## config.mk

```make
export PLATFORM = sky130hd
export DESIGN_NAME = sram_dma_flat
export DESIGN_NICKNAME = d
export VERILOG_FILES = /design/src/rtl/sram_dma_pkg.sv /design/src/rtl/sram_dma_if.sv /design/src/rtl/sram_dma_chk.sv /design/src/rtl/sram_dma.sv /design/src/flat_wrapper.sv
export SDC_FILE = /design/constraint.sdc
export NUM_CORES = 1
export LEC_CHECK = 0
export CAP_MARGIN = 20
export CORE_MARGIN = 2
export CORE_UTILIZATION = 45
export DETAILED_ROUTE_END_ITERATION = 10
export PLACE_DENSITY = 0.77
export SYNTH_ARGS = -nofsm -noshare
export SYNTH_HDL_FRONTEND = slang
export SYNTH_SLANG_ARGS = --single-unit
export TNS_END_PERCENT = 100
```

## constraint.sdc

```tcl
create_clock -name clk -period 4.57 [get_ports clk]
set_input_delay 0.457 -clock clk [delete_from_list [all_inputs] [get_ports clk]]
set_output_delay 0.457 -clock clk [all_outputs]
set_load 0.02 [all_outputs]
```

## src/rtl/sram_dma_pkg.sv

```systemverilog
// sram_dma_pkg: shared state encoding and default geometry for the SRAM copy engine.
package sram_dma_pkg;
    typedef enum logic [1:0] {IDLE, RUN, LAST} state_t;
    localparam int DEF_WIDTH = 32;
    localparam int DEF_DEPTH = 256;
    localparam int DEF_ADDR_WIDTH = $clog2(DEF_DEPTH);
    localparam int DEF_LEN_WIDTH = DEF_ADDR_WIDTH + 1;
endpackage

```

## src/rtl/sram_dma_if.sv

```systemverilog
// sram_dma_if: command/status channel between the core (master) and the copy engine (slave).
// SRAM_DMA_FILL_EN adds the fill command fields.
interface sram_dma_if import sram_dma_pkg::*; #(
    parameter int ADDR_WIDTH = DEF_ADDR_WIDTH
`ifdef SRAM_DMA_FILL_EN
    , parameter int WIDTH = DEF_WIDTH
`endif
);
    logic                  cmd_valid;
    logic                  cmd_ready;
    logic [ADDR_WIDTH-1:0] cmd_src;
    logic [ADDR_WIDTH-1:0] cmd_dst;
    logic [ADDR_WIDTH:0]   cmd_len;
    logic                  busy;
    logic                  done;
    logic                  err;
`ifdef SRAM_DMA_FILL_EN
    logic                  cmd_fill;
    logic [WIDTH-1:0]      cmd_fill_data;
    modport master (output cmd_valid, cmd_src, cmd_dst, cmd_len, cmd_fill, cmd_fill_data,
                    input cmd_ready, busy, done, err);
    modport slave (input cmd_valid, cmd_src, cmd_dst, cmd_len, cmd_fill, cmd_fill_data,
                   output cmd_ready, busy, done, err);
`else
    modport master (output cmd_valid, cmd_src, cmd_dst, cmd_len,
                    input cmd_ready, busy, done, err);
    modport slave (input cmd_valid, cmd_src, cmd_dst, cmd_len,
                   output cmd_ready, busy, done, err);
`endif
endinterface

```

## src/rtl/sram_dma_chk.sv

```systemverilog
// sram_dma_chk: flags commands whose ranges leave the SRAM or whose copy would overwrite
// unread source words.
module sram_dma_chk import sram_dma_pkg::*; #(
    parameter int DEPTH = DEF_DEPTH,
    parameter int ADDR_WIDTH = $clog2(DEPTH)
) (
    input  logic [ADDR_WIDTH-1:0] src,
    input  logic [ADDR_WIDTH-1:0] dst,
    input  logic [ADDR_WIDTH:0]   len,
    input  logic                  fill,
    output logic                  reject
);
    localparam int LW = ADDR_WIDTH + 1;
    logic [ADDR_WIDTH:0] lim, src_end, dst_end;
    assign lim = LW'(DEPTH);
    assign src_end = {1'b0, src} + len;
    assign dst_end = {1'b0, dst} + len;
    // len above DEPTH would let the sums wrap, so it is rejected outright
    assign reject = (len > lim) || (!fill && src_end > lim) || (dst_end > lim) ||
                    (!fill && len != '0 && dst > src && {1'b0, dst} < src_end);
endmodule

```

## src/rtl/sram_dma.sv

```systemverilog
// sram_dma: pipelined SRAM block copy engine, reads on port B and writes on port A.
// SRAM_DMA_FILL_EN adds pattern-fill commands.
module sram_dma import sram_dma_pkg::*; #(
    parameter int WIDTH = DEF_WIDTH,
    parameter int DEPTH = DEF_DEPTH,
    parameter int ADDR_WIDTH = $clog2(DEPTH)
) (
    input  logic                  clk,
    input  logic                  rst_n,
    sram_dma_if.slave             cmd,
    output logic [ADDR_WIDTH-1:0] mem_addr_a,
    output logic [WIDTH-1:0]      mem_wdata_a,
    output logic                  mem_write_en_a,
    output logic [ADDR_WIDTH-1:0] mem_addr_b,
    input  logic [WIDTH-1:0]      mem_rdata_b
);
    localparam int LW = ADDR_WIDTH + 1;
    state_t state;
    logic [ADDR_WIDTH:0] rem;
    logic busy, done, err, reject, start, last, fill, fill_req;

    assign cmd.cmd_ready = state == IDLE;
    assign cmd.busy = busy;
    assign cmd.done = done;
    assign cmd.err = err;
    assign start = cmd.cmd_valid && state == IDLE;
    assign last = rem == LW'(1);

`ifdef SRAM_DMA_FILL_EN
    logic [WIDTH-1:0] fill_data;
    assign fill_req = cmd.cmd_fill;
    assign mem_wdata_a = !mem_write_en_a ? '0 : fill ? fill_data : mem_rdata_b;
`else
    assign fill_req = 1'b0;
    assign fill = 1'b0;
    assign mem_wdata_a = mem_write_en_a ? mem_rdata_b : '0;
`endif

    sram_dma_chk #(.DEPTH(DEPTH), .ADDR_WIDTH(ADDR_WIDTH)) u_chk (
        .src(cmd.cmd_src),
        .dst(cmd.cmd_dst),
        .len(cmd.cmd_len),
        .fill(fill_req),
        .reject(reject)
    );

    always_ff @(posedge clk or negedge rst_n) begin
        if (!rst_n) begin
            state <= IDLE;
            rem <= '0;
            busy <= 1'b0;
            done <= 1'b0;
            err <= 1'b0;
            mem_write_en_a <= 1'b0;
            mem_addr_a <= '0;
            mem_addr_b <= '0;
`ifdef SRAM_DMA_FILL_EN
            fill <= 1'b0;
            fill_data <= '0;
`endif
        end else begin
            done <= 1'b0;
            err <= 1'b0;
            case (state)
                IDLE: if (start) begin
`ifdef SRAM_DMA_FILL_EN
                    fill <= fill_req;
                    fill_data <= cmd.cmd_fill_data;
`endif
                    if (reject) err <= 1'b1;
                    else if (cmd.cmd_len == '0) done <= 1'b1;
                    else begin
                        state <= RUN;
                        busy <= 1'b1;
                        rem <= cmd.cmd_len;
                        mem_addr_a <= cmd.cmd_dst;
                        mem_addr_b <= fill_req ? '0 : cmd.cmd_src;
                        mem_write_en_a <= fill_req;
                    end
                end
                RUN: begin
                    rem <= rem - 1'b1;
                    if (fill) begin
                        mem_addr_a <= mem_addr_a + 1'b1;
                        if (last) begin
                            state <= IDLE;
                            busy <= 1'b0;
                            done <= 1'b1;
                            mem_write_en_a <= 1'b0;
                        end
                    end else begin
                        // write address trails the read address by one cycle
                        mem_write_en_a <= 1'b1;
                        if (mem_write_en_a) mem_addr_a <= mem_addr_a + 1'b1;
                        mem_addr_b <= last ? '0 : mem_addr_b + 1'b1;
                        if (last) state <= LAST;
                    end
                end
                LAST: begin
                    state <= IDLE;
                    busy <= 1'b0;
                    done <= 1'b1;
                    mem_write_en_a <= 1'b0;
                end
                default: state <= IDLE;
            endcase
        end
    end
endmodule
```

## src/flat_wrapper.sv

```systemverilog
// flat-port wrapper written by rule: the top's interface ports become plain ports
module sram_dma_flat import sram_dma_pkg::*;
#(
    parameter int WIDTH = DEF_WIDTH,
    parameter int DEPTH = DEF_DEPTH,
    parameter int ADDR_WIDTH = $clog2(DEPTH)
)
  (clk, rst_n, mem_addr_a, mem_wdata_a, mem_write_en_a, mem_addr_b, mem_rdata_b, cmd_cmd_valid, cmd_cmd_src, cmd_cmd_dst, cmd_cmd_len, cmd_cmd_ready, cmd_busy, cmd_done, cmd_err);
  sram_dma_if #(.ADDR_WIDTH(ADDR_WIDTH)) cmd_i ();
  input  logic clk;
  input  logic rst_n;
  output logic [ADDR_WIDTH-1:0] mem_addr_a;
  output logic [WIDTH-1:0] mem_wdata_a;
  output logic mem_write_en_a;
  output logic [ADDR_WIDTH-1:0] mem_addr_b;
  input  logic [WIDTH-1:0] mem_rdata_b;
  input wire logic [$bits(cmd_i.cmd_valid)-1:0] cmd_cmd_valid;
  input wire logic [$bits(cmd_i.cmd_src)-1:0] cmd_cmd_src;
  input wire logic [$bits(cmd_i.cmd_dst)-1:0] cmd_cmd_dst;
  input wire logic [$bits(cmd_i.cmd_len)-1:0] cmd_cmd_len;
  output wire logic [$bits(cmd_i.cmd_ready)-1:0] cmd_cmd_ready;
  output wire logic [$bits(cmd_i.busy)-1:0] cmd_busy;
  output wire logic [$bits(cmd_i.done)-1:0] cmd_done;
  output wire logic [$bits(cmd_i.err)-1:0] cmd_err;
  assign cmd_i.cmd_valid = cmd_cmd_valid;
  assign cmd_i.cmd_src = cmd_cmd_src;
  assign cmd_i.cmd_dst = cmd_cmd_dst;
  assign cmd_i.cmd_len = cmd_cmd_len;
  assign cmd_cmd_ready = cmd_i.cmd_ready;
  assign cmd_busy = cmd_i.busy;
  assign cmd_done = cmd_i.done;
  assign cmd_err = cmd_i.err;
  sram_dma #(.WIDTH(WIDTH), .DEPTH(DEPTH), .ADDR_WIDTH(ADDR_WIDTH)) u_core (.clk(clk), .rst_n(rst_n), .cmd(cmd_i), .mem_addr_a(mem_addr_a), .mem_wdata_a(mem_wdata_a), .mem_write_en_a(mem_write_en_a), .mem_addr_b(mem_addr_b), .mem_rdata_b(mem_rdata_b));
endmodule
```

== After elaboration in Yosys (flattened, before gate mapping) ==
Cells that the tools add are included.

* Memory bits (writable): 0
* Flip-flop bits (word level): 31
* Bits in latches: 0
* Memories: 0
* Output and inout bits: 53
* ROM bits: 0

* Reduce and logical (&&, ||, !) cells: 17
* Add/sub/neg operators: 5
* Equal/unequal tests: 8
* Bitwise logic cells: 0
* Multiplexer cells: 35
* Shift-type cells: 0
* Div/mod/pow operators: 0
* Magnitude comparators: 5
* Multipliers: 0

{| class="wikitable"
|+ Operators with widths
! cell !! count
|-
| $mux W8 || 8
|-
| $mux W32 || 1
|-
| $pmux W8 S2 || 2
|-
| $gt A9 B9 Y1 const B || 3
|-
| $mux W9 || 3
|-
| $add A8 B9 Y9 || 2
|-
| $pmux W9 S2 || 1
|-
| $add A8 B1 Y8 const B || 2
|-
| $reduce_and A4 Y1 || 4
|-
| $mux W1 || 12
|-
| $eq A9 B1 Y1 const B || 1
|-
| $logic_not A9 Y1 || 1
|-
| $lt A8 B9 Y1 || 1
|-
| $reduce_bool A9 Y1 || 1
|-
| $sub A9 B1 Y9 const B || 1
|-
| $gt A8 B8 Y1 || 1
|-
| $mux W2 || 4
|-
| $ne A2 B1 Y1 const B || 3
|-
| $reduce_and A5 Y1 || 1
|-
| $ne A2 B2 Y1 const B || 2
|-
| $pmux W1 S2 || 2
|-
| $pmux W2 S2 || 1
|-
| $reduce_bool A2 Y1 || 2
|-
| $logic_and A1 B1 Y1 || 3
|-
| other kinds (6) || 8
|}

== Depth between registers and ports, before layout ==
Gate-level depths: netlist of the first run.

* Word-level depth: 8
* Depth in mapped cells: 15

== Modules after synthesis ==
Synthesis of the first run repeated with hierarchy kept, for this count alone.

* Cells, all modules: 391
* Area, all modules: 3,284.4 µm²

{| class="wikitable"
|+ By module, submodules not included
! module !! seq. area each (µm²) !! area each (µm²) !! times used !! cells each
|-
| sram_dma || 775.7 || 2,119.5 || 1 || 244
|-
| sram_dma_chk || 0.0 || 1,164.9 || 1 || 147
|}

== Worst setup path before layout of the first run ==
OpenSTA, ideal clock, no wires.

* Path kind: input port to flip-flop
* Start point: input port cmd_cmd_len[0]
* End point: register u_core.rem[1]
* Path buffers: 1
* Cell stages on the path: 15
* Required time: 4,493 ps
* Arrival time: 3,239 ps
* Slack: 1,254 ps
* Setup time: 77 ps
* Cells stage by stage: ha_1 -> inv_1 -> fa_1 -> nand2b_1 -> a21oi_1 -> a31oi_1 -> xor2_1 -> ha_1 -> and3_1 -> o2111ai_1 -> a31oi_1 -> o211a_1 -> buf_4 -> mux2_1 -> a21oi_1

* Longest elaborated chain between the ends: 7
* Elaborated cells on any way between the ends: 16

{| class="wikitable"
|+ RTL lines
! element !! line !! text
|-
| start, declared || flat_wrapper.sv:20 || <nowiki>input wire logic [$bits(cmd_i.cmd_len)-1:0] cmd_cmd_len;</nowiki>
|-
| $add A8 B9 Y9 || sram_dma_chk.sv:16 || <nowiki>assign src_end = {1'b0, src} + len;</nowiki>
|-
| $gt A9 B9 Y1 || sram_dma_chk.sv:19 || <nowiki>assign reject = (len > lim) || (!fill && src_end > lim) || (dst_end > lim) ||</nowiki>
|-
| $logic_or A1 B1 Y1 (3 in a row) || sram_dma_chk.sv:19 ||
|-
| $ne A2 B2 Y1 (no line) || -- ||
|-
| $reduce_and A4 Y1 (no line) * || -- ||
|-
| end signal, assigned || sram_dma.sv:75 || <nowiki>rem <= cmd.cmd_len;</nowiki>
|-
| end signal, assigned || sram_dma.sv:82 || <nowiki>rem <= rem - 1'b1;</nowiki>
|-
| end, declared || sram_dma.sv:19 || <nowiki>logic [ADDR_WIDTH:0] rem;</nowiki>
|}

Every way passes the cells marked *; elsewhere a longest branch is shown, timed or not.
A chain may end at the register's enable or synchronous reset.

== Worst setup path in the final report of the first run ==
* Start point: input port cmd_cmd_len[0]
* End point: register u_core.mem_addr_a[4]

* Longest elaborated chain between the ends: 7
* Elaborated cells on any way between the ends: 16

{| class="wikitable"
|+ RTL lines
! element !! line !! text
|-
| $add A8 B9 Y9 || sram_dma_chk.sv:16 ||
|-
| $gt A9 B9 Y1 || sram_dma_chk.sv:19 ||
|-
| $logic_or A1 B1 Y1 (3 in a row) || sram_dma_chk.sv:19 ||
|-
| $ne A2 B2 Y1 (no line) || -- ||
|-
| $reduce_and A5 Y1 (no line) * || -- ||
|-
| end signal, assigned || sram_dma.sv:76 || <nowiki>mem_addr_a <= cmd.cmd_dst;</nowiki>
|-
| end signal, assigned || sram_dma.sv:84 || <nowiki>mem_addr_a <= mem_addr_a + 1'b1;</nowiki>
|-
| end signal, assigned || sram_dma.sv:94 || <nowiki>if (mem_write_en_a) mem_addr_a <= mem_addr_a + 1'b1;</nowiki>
|-
| end, declared || sram_dma.sv:11 || <nowiki>output logic [ADDR_WIDTH-1:0] mem_addr_a,</nowiki>
|}

Marked as above.

==> metrics.md, run 1 <==
| Metric | Value |
|---|---|
| Internal power | `0.000961 W` |
| Outcome | `finished, final reports clean` |
| Worst vdd ir | `about 150 uV` |
| Seq/Total Area, Yosys | `between 20% and 30%` |
| DRT antenna net count | `0` |
| Hold buffer count at cts | `0` |
| Slew @ Worst Pin | `about 0.75 ns` |
| Syn Std Cell Area | `between 3000 and 4000 sq um` |
| Min Tclk post-route | `about 4 ns` |
| Req. time, crit path | `about 4.7 ns` |
| Port bufs | `112` |
| Post-DP HPWL | `~7.8 mm` |
| Async set or reset register ratio after synthesis | `100%` |
| Nets@finish | `just over 600` |
| Total negative slack | `0 ns` |
| Number of synthesized register bits | `31` |
| Switch Pwr | `~0.0007 W` |
| Power per cell area | `374 nW/um^2` |
| Largest net degree at the start of global routing | `38` |
| Lkg Pwr | `between 1.5 and 2 nW` |
| Core region area | `6830 sq um` |
| Clock power share | `between 10% and 20%` |
| Vias | `about 3.5k` |
| Count of cell types in the netlist | `61` |
| Syn_area_per_cell | `about 7.8 sq um` |
| Root Buffer | `clkbuf_8` |
| H-tree levels | `2` |
| Total wire length | `approximately 9.8 mm` |
| Vias in the first global route | `between 3k and 4k` |
| Comb pwr share | `between 50% and 60%` |
| Clock transition at path regs | `roughly 0.070 ns` |
| Synth Flop Type | `dfrtp_1` |
| Initial antenna violation count | `0` |
| WHS | `around 0.54 ns` |
| Flop pwr share | `between 30 and 40%` |
| Worst path arrival time | `4.19 ns` |
| ANT cells | `0` |
| Worst setup EP type | `register` |
| Largest buffer count on any clock path | `2` |
| Worst setup SP type | `primary input` |
| Fmax | `~250 MHz` |
| Final Hold Fails | `0` |
| Slew Limit Fails | `0` |
| Pre-antenna DRT Iters | `4` |
| IO Count | `approximately 110` |
| Switching Share | `between 40% and 50%` |
| Slew HR | `approximately 50%` |
| Worst setup path class | `primary input to register` |
| Drc violations | `0` |
| Row count | `30` |
| Initial DRC Count | `188` |
| Fillers | `between 500 and 600` |
| Finish-stage setup viols | `0` |
| Fraction of layout cells with a size suffix above 1 | `around 3.9%` |
| Buffer count from post-CTS setup fixing | `0` |
| Max Cap Viol | `0` |
| Sink Count | `31` |
| Max FO, Critical Path | `9` |
| Gr usage total | `between 20 and 25%` |
| Die area | `about 7800 sq um` |
| Post-CTS resize count | `0` |
| Tcrit/Tclk final | `88.1%` |
| Initial core utilization | `a little under half` |
| First-pass GRT wire length | `between 15 and 20 mm` |
| Clock latency on the worst-skew pair | `0.27 ns` |
| Synthesis-to-layout area growth | `40.2%` |
| Die Y | `between 80 and 90 um` |
| RSZ-0062 raised after global routing | `false` |
| Syn nets | `just over 500` |
| Number of flops mapped to enable cells by yosys | `0` |
| RePlAce Congestion | `between 0.9 and 1` |
| Total congestion overflow | `0` |
| HP Class | `register to register` |
| Synth Instances | `just over 400` |
| Via/cell ratio | `5.66` |
| Yosys Warn Count | `0` |
| Horiz. Die Dim | `approximately 88 um` |
| Clk_skew | `0.00292 ns` |
| TritonCTS Buffers | `5` |
| CTS tree | `yes` |
| Detail-routed net length per standard cell | `15.9 um` |
-- registers in the layout (all words and copies together) (netlist names) --
| name | flops |
|---|---|
| u_core.cmd.busy | 1 |
| u_core.cmd.done | 1 |
| u_core.cmd.err | 1 |
| u_core.mem_addr_a | 8 |
| u_core.mem_addr_b | 8 |
| u_core.mem_write_en_a | 1 |
| u_core.rem | 9 |
| u_core.state | 2 |
-- worst max-delay path: stages --
cell,delay [ns]
clkdlybuf4s50_1,0.56
ha_1,0.21
inv_1,0.06
fa_1,0.39
nand2b_1,0.16
a21oi_1,0.22
a31oi_1,0.16
xor2_1,0.18
ha_1,0.31
and3_1,0.17
o2111ai_1,0.11
a31oi_1,0.32
o211a_1,0.39
nand2_2,0.20
o221a_1,0.28
-- cells in the mapped netlist, drive strengths merged (6+ instances only) --
| library cell | n | share of area, % |
|---|---|---|
| dfrtp | 31 | 24 |
| clkbuf | 11 | 1.3 |
| a21oi | 34 | 5.3 |
| a211oi | 6 | 1.7 |
| nand3 | 17 | 2.7 |
| ha | 35 | 14 |
| and2 | 33 | 6.5 |
| nor2b | 6 | 1.2 |
| a31oi | 7 | 1.4 |
| o22ai | 6 | 1.4 |
| xor2 | 8 | 2.2 |
| o21ai | 26 | 4.1 |
| inv | 28 | 3.3 |
| nor2 | 35 | 4.1 |
| nor3 | 11 | 1.7 |
| and3 | 9 | 1.8 |
| nand2 | 30 | 3.6 |
-- metal layers --
| layer | track usage (%) | wire length (um) | vias to the layer above |
|---|---|---|---|
| met2 | 44.0 | 4740 | 177 |
| met4 | 6.61 | 155 | 0 |
| li1 | - | - | 1689 |
| met5 | 0 | 0 | - |
| met3 | 3.45 | 869 | 13 |
| met1 | 31.8 | 3980 | 1598 |
-- cells by family (layout without fill, tap and decap cells) --
family | after synthesis | count (layout) | synth area share (%)
compound gates | 121 | 121 | 25.2
xor+xnor | 11 | 11 | 3.01
flops | 31 | 31 | 24.2
buf+inv | 44 | 154 | 5.67
simple gates | 160 | 160 | 25.5
mux | 4 | 4 | 1.37
fa+ha+maj | 37 | 37 | 14.9
-- path summary, 6_finish.rpt --
check	from	to	slack [ns]	cells after the start
max reg2reg	u_core.state[1]	u_core.mem_addr_a[7]	2.19	5
min in group asynchronous	rst_n	u_core.mem_addr_a[3]	0.57	2
max in group asynchronous	rst_n	u_core.mem_addr_b[2]	3.70	2
min	u_core.cmd.busy	u_core.cmd.busy	0.54	2
min reg2reg	u_core.cmd.busy	u_core.cmd.busy	0.54	2
max	cmd_cmd_len[0]	u_core.mem_addr_a[4]	0.54	15
-- final cells by class --
| cell class | instances | area (sq um) | area share (%) |
|---|---|---|---|
| Clock buffer | 7 | 76.3 | 1.70 |
| Timing Repair Buffer | 117 | 1160 | 25.8 |
| Multi-Input combinational cell | 333 | 2240 | 50.0 |
| Sequential cell | 31 | 776 | 17.3 |
| Tap cell | 96 | 120 | 2.68 |
| Inverter | 29 | 109 | 2.43 |
| Clock inverter | 1 | 5.00 | 0.112 |
-- metrics by stage --
| step | utilization (%) | area [sq um] | std cells | setup WS (ns) | power, W |
|---|---|---|---|---|---|
| 2_1_floorplan | - | 3200 | 408 | 1.25 | 0.00110 |
| 3_3_place_gp | 64.5 | 4410 | 606 | 0.427 | 0.00144 |
| 3_5_place_dp | 64.5 | 4410 | 606 | 0.316 | 0.00147 |
| 4_1_cts | 65.7 | 4490 | 614 | 0.608 | 0.00168 |
| 5_1_grt | 65.7 | 4490 | 614 | 0.424 | 0.00181 |
| 6_report | 65.7 | 4490 | 614 | 0.543 | 0.00168 |
-- layout by cell type (no fill, tap or decap), types with 6 or more instances in the layout --
cell / count
a21oi_1: 34
a31oi_1: 7
and2_1: 33
and3_1: 9
clkdlybuf4s50_1: 112
dfrtp_1: 31
ha_1: 35
inv_1: 28
nand2_1: 29
nand3_1: 17
nor2_1: 35
nor2b_1: 6
nor3_1: 11
o21ai_0: 25
xor2_1: 8
-- power groups by stage --
stage | combinational, W | sequential [W] | clock [W]
2_1_floorplan | 0.000518 | 0.000583 | 0
3_3_place_gp | 0.000910 | 0.000534 | 0
3_5_place_dp | 0.000930 | 0.000538 | 0
4_1_cts | 0.000934 | 0.000535 | 0.000209
5_1_grt | 0.00103 | 0.000562 | 0.000221
6_report | 0.000932 | 0.000539 | 0.000207
Note: power is estimated with default switching activity, not from simulation.
==> run 2, diff against run 1 <==
Settings changed: CORE_UTILIZATION 45 to 48, PLACE_DENSITY 0.77 to 0.83.
==> run 2 against run 1 <==
  * Final cell count decreased by 3.3%
  * First-iteration DRC count increased by 50%
  * Critical path depth unchanged
  * Die area fell by 6.0%
  * Sequential share of layout area is 0.068 points higher
  * Combinational power grew 2%
  * Routed wire length up 4.3%
  * Highest routed layer unchanged
==> metrics.md, run 2 (synthesized netlist as in run 1, its figures left out) <==
| Metric | Value |
|---|---|
| Clock latency on the worst-skew pair | `0.28 ns (was 0.27 ns)` |
| Post-DP HPWL | `8.22 mm (was 7.80 mm)` |
| Synthesis-to-layout area growth | `39.7% (was 40.2%)` |
| First-pass GRT wire length | `16.2 mm (was 15.2 mm)` |
| Max Cap Viol | `0 (unchanged)` |
| Hold buffer count at cts | `0 (unchanged)` |
| Core region area | `6390 sq um (was 6830 sq um)` |
| Slowest-stage cell, CP | `clkdlybuf4s50_1 (unchanged)` |
| Final Hold Fails | `0 (unchanged)` |
| Max reg flops | `9 (unchanged)` |
| TritonCTS Buffers | `5 (unchanged)` |
| Slew @ Worst Pin | `0.756 ns (was 0.751 ns)` |
| Vias | `3560 (was 3477)` |
| Critical path cell sequence | `clkdlybuf4s50_1 -> ha_1 -> inv_1 -> fa_1 -> nand2b_1 -> a21oi_1 -> a31oi_1 -> xor2_1 -> ha_1 -> and3_1 -> o2111ai_1 -> a31oi_1 -> o211a_1 -> nand2_2 -> o221a_1 (unchanged)` |
| Worst setup EP type | `register (unchanged)` |
| Detail-routed net length per standard cell | `17.1 um (was 15.9 um)` |
| Drc violations | `0 (unchanged)` |
| Initial antenna violation count | `0 (unchanged)` |
| Worst path arrival time | `4.20 ns (was 4.19 ns)` |
| CTS tree | `yes (unchanged)` |
| Port bufs | `112 (unchanged)` |
| Total negative slack | `0 ns (unchanged)` |
| Initial DRC Count | `282 (was 188)` |
| Sink Count | `31 (unchanged)` |
| Nets@finish | `614 (unchanged)` |
| Total congestion overflow | `0 (unchanged)` |
| Slew HR | `49.1% (was 50.0%)` |
| Fraction of layout cells with a size suffix above 1 | `4.06% (was 3.86%)` |
| Total wire length | `10.2 mm (was 9.75 mm)` |
| Initial core utilization | `50.1% (was 46.8%)` |
| Die Y | `85.6 um (was 88.3 um)` |
| RSZ-0062 raised after global routing | `false (unchanged)` |
| PnR worst setup slack | `0.532 ns (was 0.543 ns)` |
| HP Class | `primary input to async pin (was register to register)` |
| Most frequent cells in the layout | `clkdlybuf4s50_1, nor2_1, ha_1, a21oi_1, and2_1 (unchanged)` |
| Commonest non-fill, non-tap cell in the layout | `clkdlybuf4s50_1 (unchanged)` |
| Outcome | `finished, final reports clean (unchanged)` |
| Post-CTS resize count | `0 (unchanged)` |
| Gr usage total | `27.6% (was 24.8%)` |
| Min Tclk post-route | `4.04 ns (was 4.03 ns)` |
| Worst slack, placed | `0.318 ns (was 0.316 ns)` |
| Clock transition at path regs | `0.07 ns (about the same)` |
| Buffer count from post-CTS setup fixing | `0 (unchanged)` |
| Finish-stage setup viols | `0 (unchanged)` |
| Fmax | `248 MHz (about the same)` |
| Largest regs | `u_core.rem (9), u_core.mem_addr_a (8), u_core.mem_addr_b (8) (unchanged)` |
| Power per cell area | `381 nW/um^2 (was 374 nW/um^2)` |
| Horiz. Die Dim | `85.6 um (was 88.3 um)` |
| DRT antenna net count | `0 (unchanged)` |
| Tcrit/Tclk final | `88.4% (was 88.1%)` |
| Lkg Pwr | `1.92 nW (about the same)` |
| Pre-antenna DRT Iters | `4 (unchanged)` |
| IO Count | `113 (unchanged)` |
| RePlAce Congestion | `0.912 (was 0.917)` |
| Max FO, Critical Path | `9 (unchanged)` |
| Via/cell ratio | `5.99 (was 5.66)` |
| Vias in the first global route | `3404 (was 3210)` |
| Root Buffer | `clkbuf_8 (unchanged)` |
| ANT cells | `0 (unchanged)` |
| Worst vdd ir | `190 uV (was 152 uV)` |
| CP peak stage delay | `0.54 ns (was 0.56 ns)` |
| Worst setup SP type | `primary input (unchanged)` |
| Largest buffer count on any clock path | `2 (unchanged)` |
| Slew Limit Fails | `0 (unchanged)` |
| H-tree levels | `2 (unchanged)` |
| Largest net degree at the start of global routing | `38 (unchanged)` |
| Clk_skew | `0.00829 ns (was 0.00292 ns)` |
| Worst setup path class | `primary input to register (unchanged)` |
| Die area | `7330 sq um (was 7800 sq um)` |
| Fillers | `528 (was 597)` |
| Req. time, crit path | `4.74 ns (was 4.73 ns)` |
| Row count | `29 (was 30)` |
| Largest Register | `u_core.rem (unchanged)` |
==> run 2: report_power, final <==
group          leakage [nW]  switching (W)  internal, W
logic                  1.52       0.000474     0.000473
registers             0.358       0.000157     0.000384
clock network        0.0470      0.0000985     0.000118
total                  1.92       0.000730     0.000975
==> run 2: metal layers <==
layer	vias up	GRT usage, %	wire, um
met5	-	0	0
met4	0	8.95	230
met3	19	5.29	831
met2	174	49.4	4970
met1	1666	33.4	4150
li1	1701	-	-
==> run 2: area by class of cell <==
type / count / area (sq um) / share of cell area, %
Inverter: 29 / 109 / 2.44
Timing Repair Buffer: 117 / 1160 / 25.9
Clock inverter: 1 / 5.00 / 0.112
Tap cell: 77 / 96.3 / 2.16
Multi-Input combinational cell: 333 / 2240 / 50.2
Sequential cell: 31 / 776 / 17.4
Clock buffer: 6 / 82.6 / 1.85
==> run 2: per-stage QoR <==
step	hold slack (ns)	power, W	instances	area [sq um]	utilization (%)
after floorplan	0.161	0.00110	408	3200	-
after CTS	0.575	0.00170	594	4470	70.0
after global routing	0.599	0.00183	594	4470	70.0
after detailed placement	0.574	0.00148	587	4380	68.6
after global placement	0.569	0.00145	587	4380	68.6
final	0.563	0.00170	594	4470	70.0
==> run 2: worst max-delay path, delay by kind of cell <==
kind                     cells  cell delay, ns
AO/OA/AOI/OAI                6            1.52
buffers and inverters        2            0.60
AND/OR/NAND/NOR              3            0.54
adder cells (fa/ha/maj)      3            0.90
XOR/XNOR                     1            0.18
==> run 2: worst paths after layout <==
check                                        to  depth (start not counted)            start  slack, ns
max                        u_core.mem_addr_a[4]                         15   cmd_cmd_src[0]       0.53
min                        u_core.mem_addr_a[3]                          2            rst_n       0.56
max reg2reg                u_core.mem_addr_b[3]                          9    u_core.rem[3]       2.17
min reg2reg                     u_core.cmd.busy                          2  u_core.cmd.busy       0.59
max in group asynchronous  u_core.mem_addr_b[1]                          2            rst_n       3.71
min in group clk                u_core.cmd.busy                          2  u_core.cmd.busy       0.59
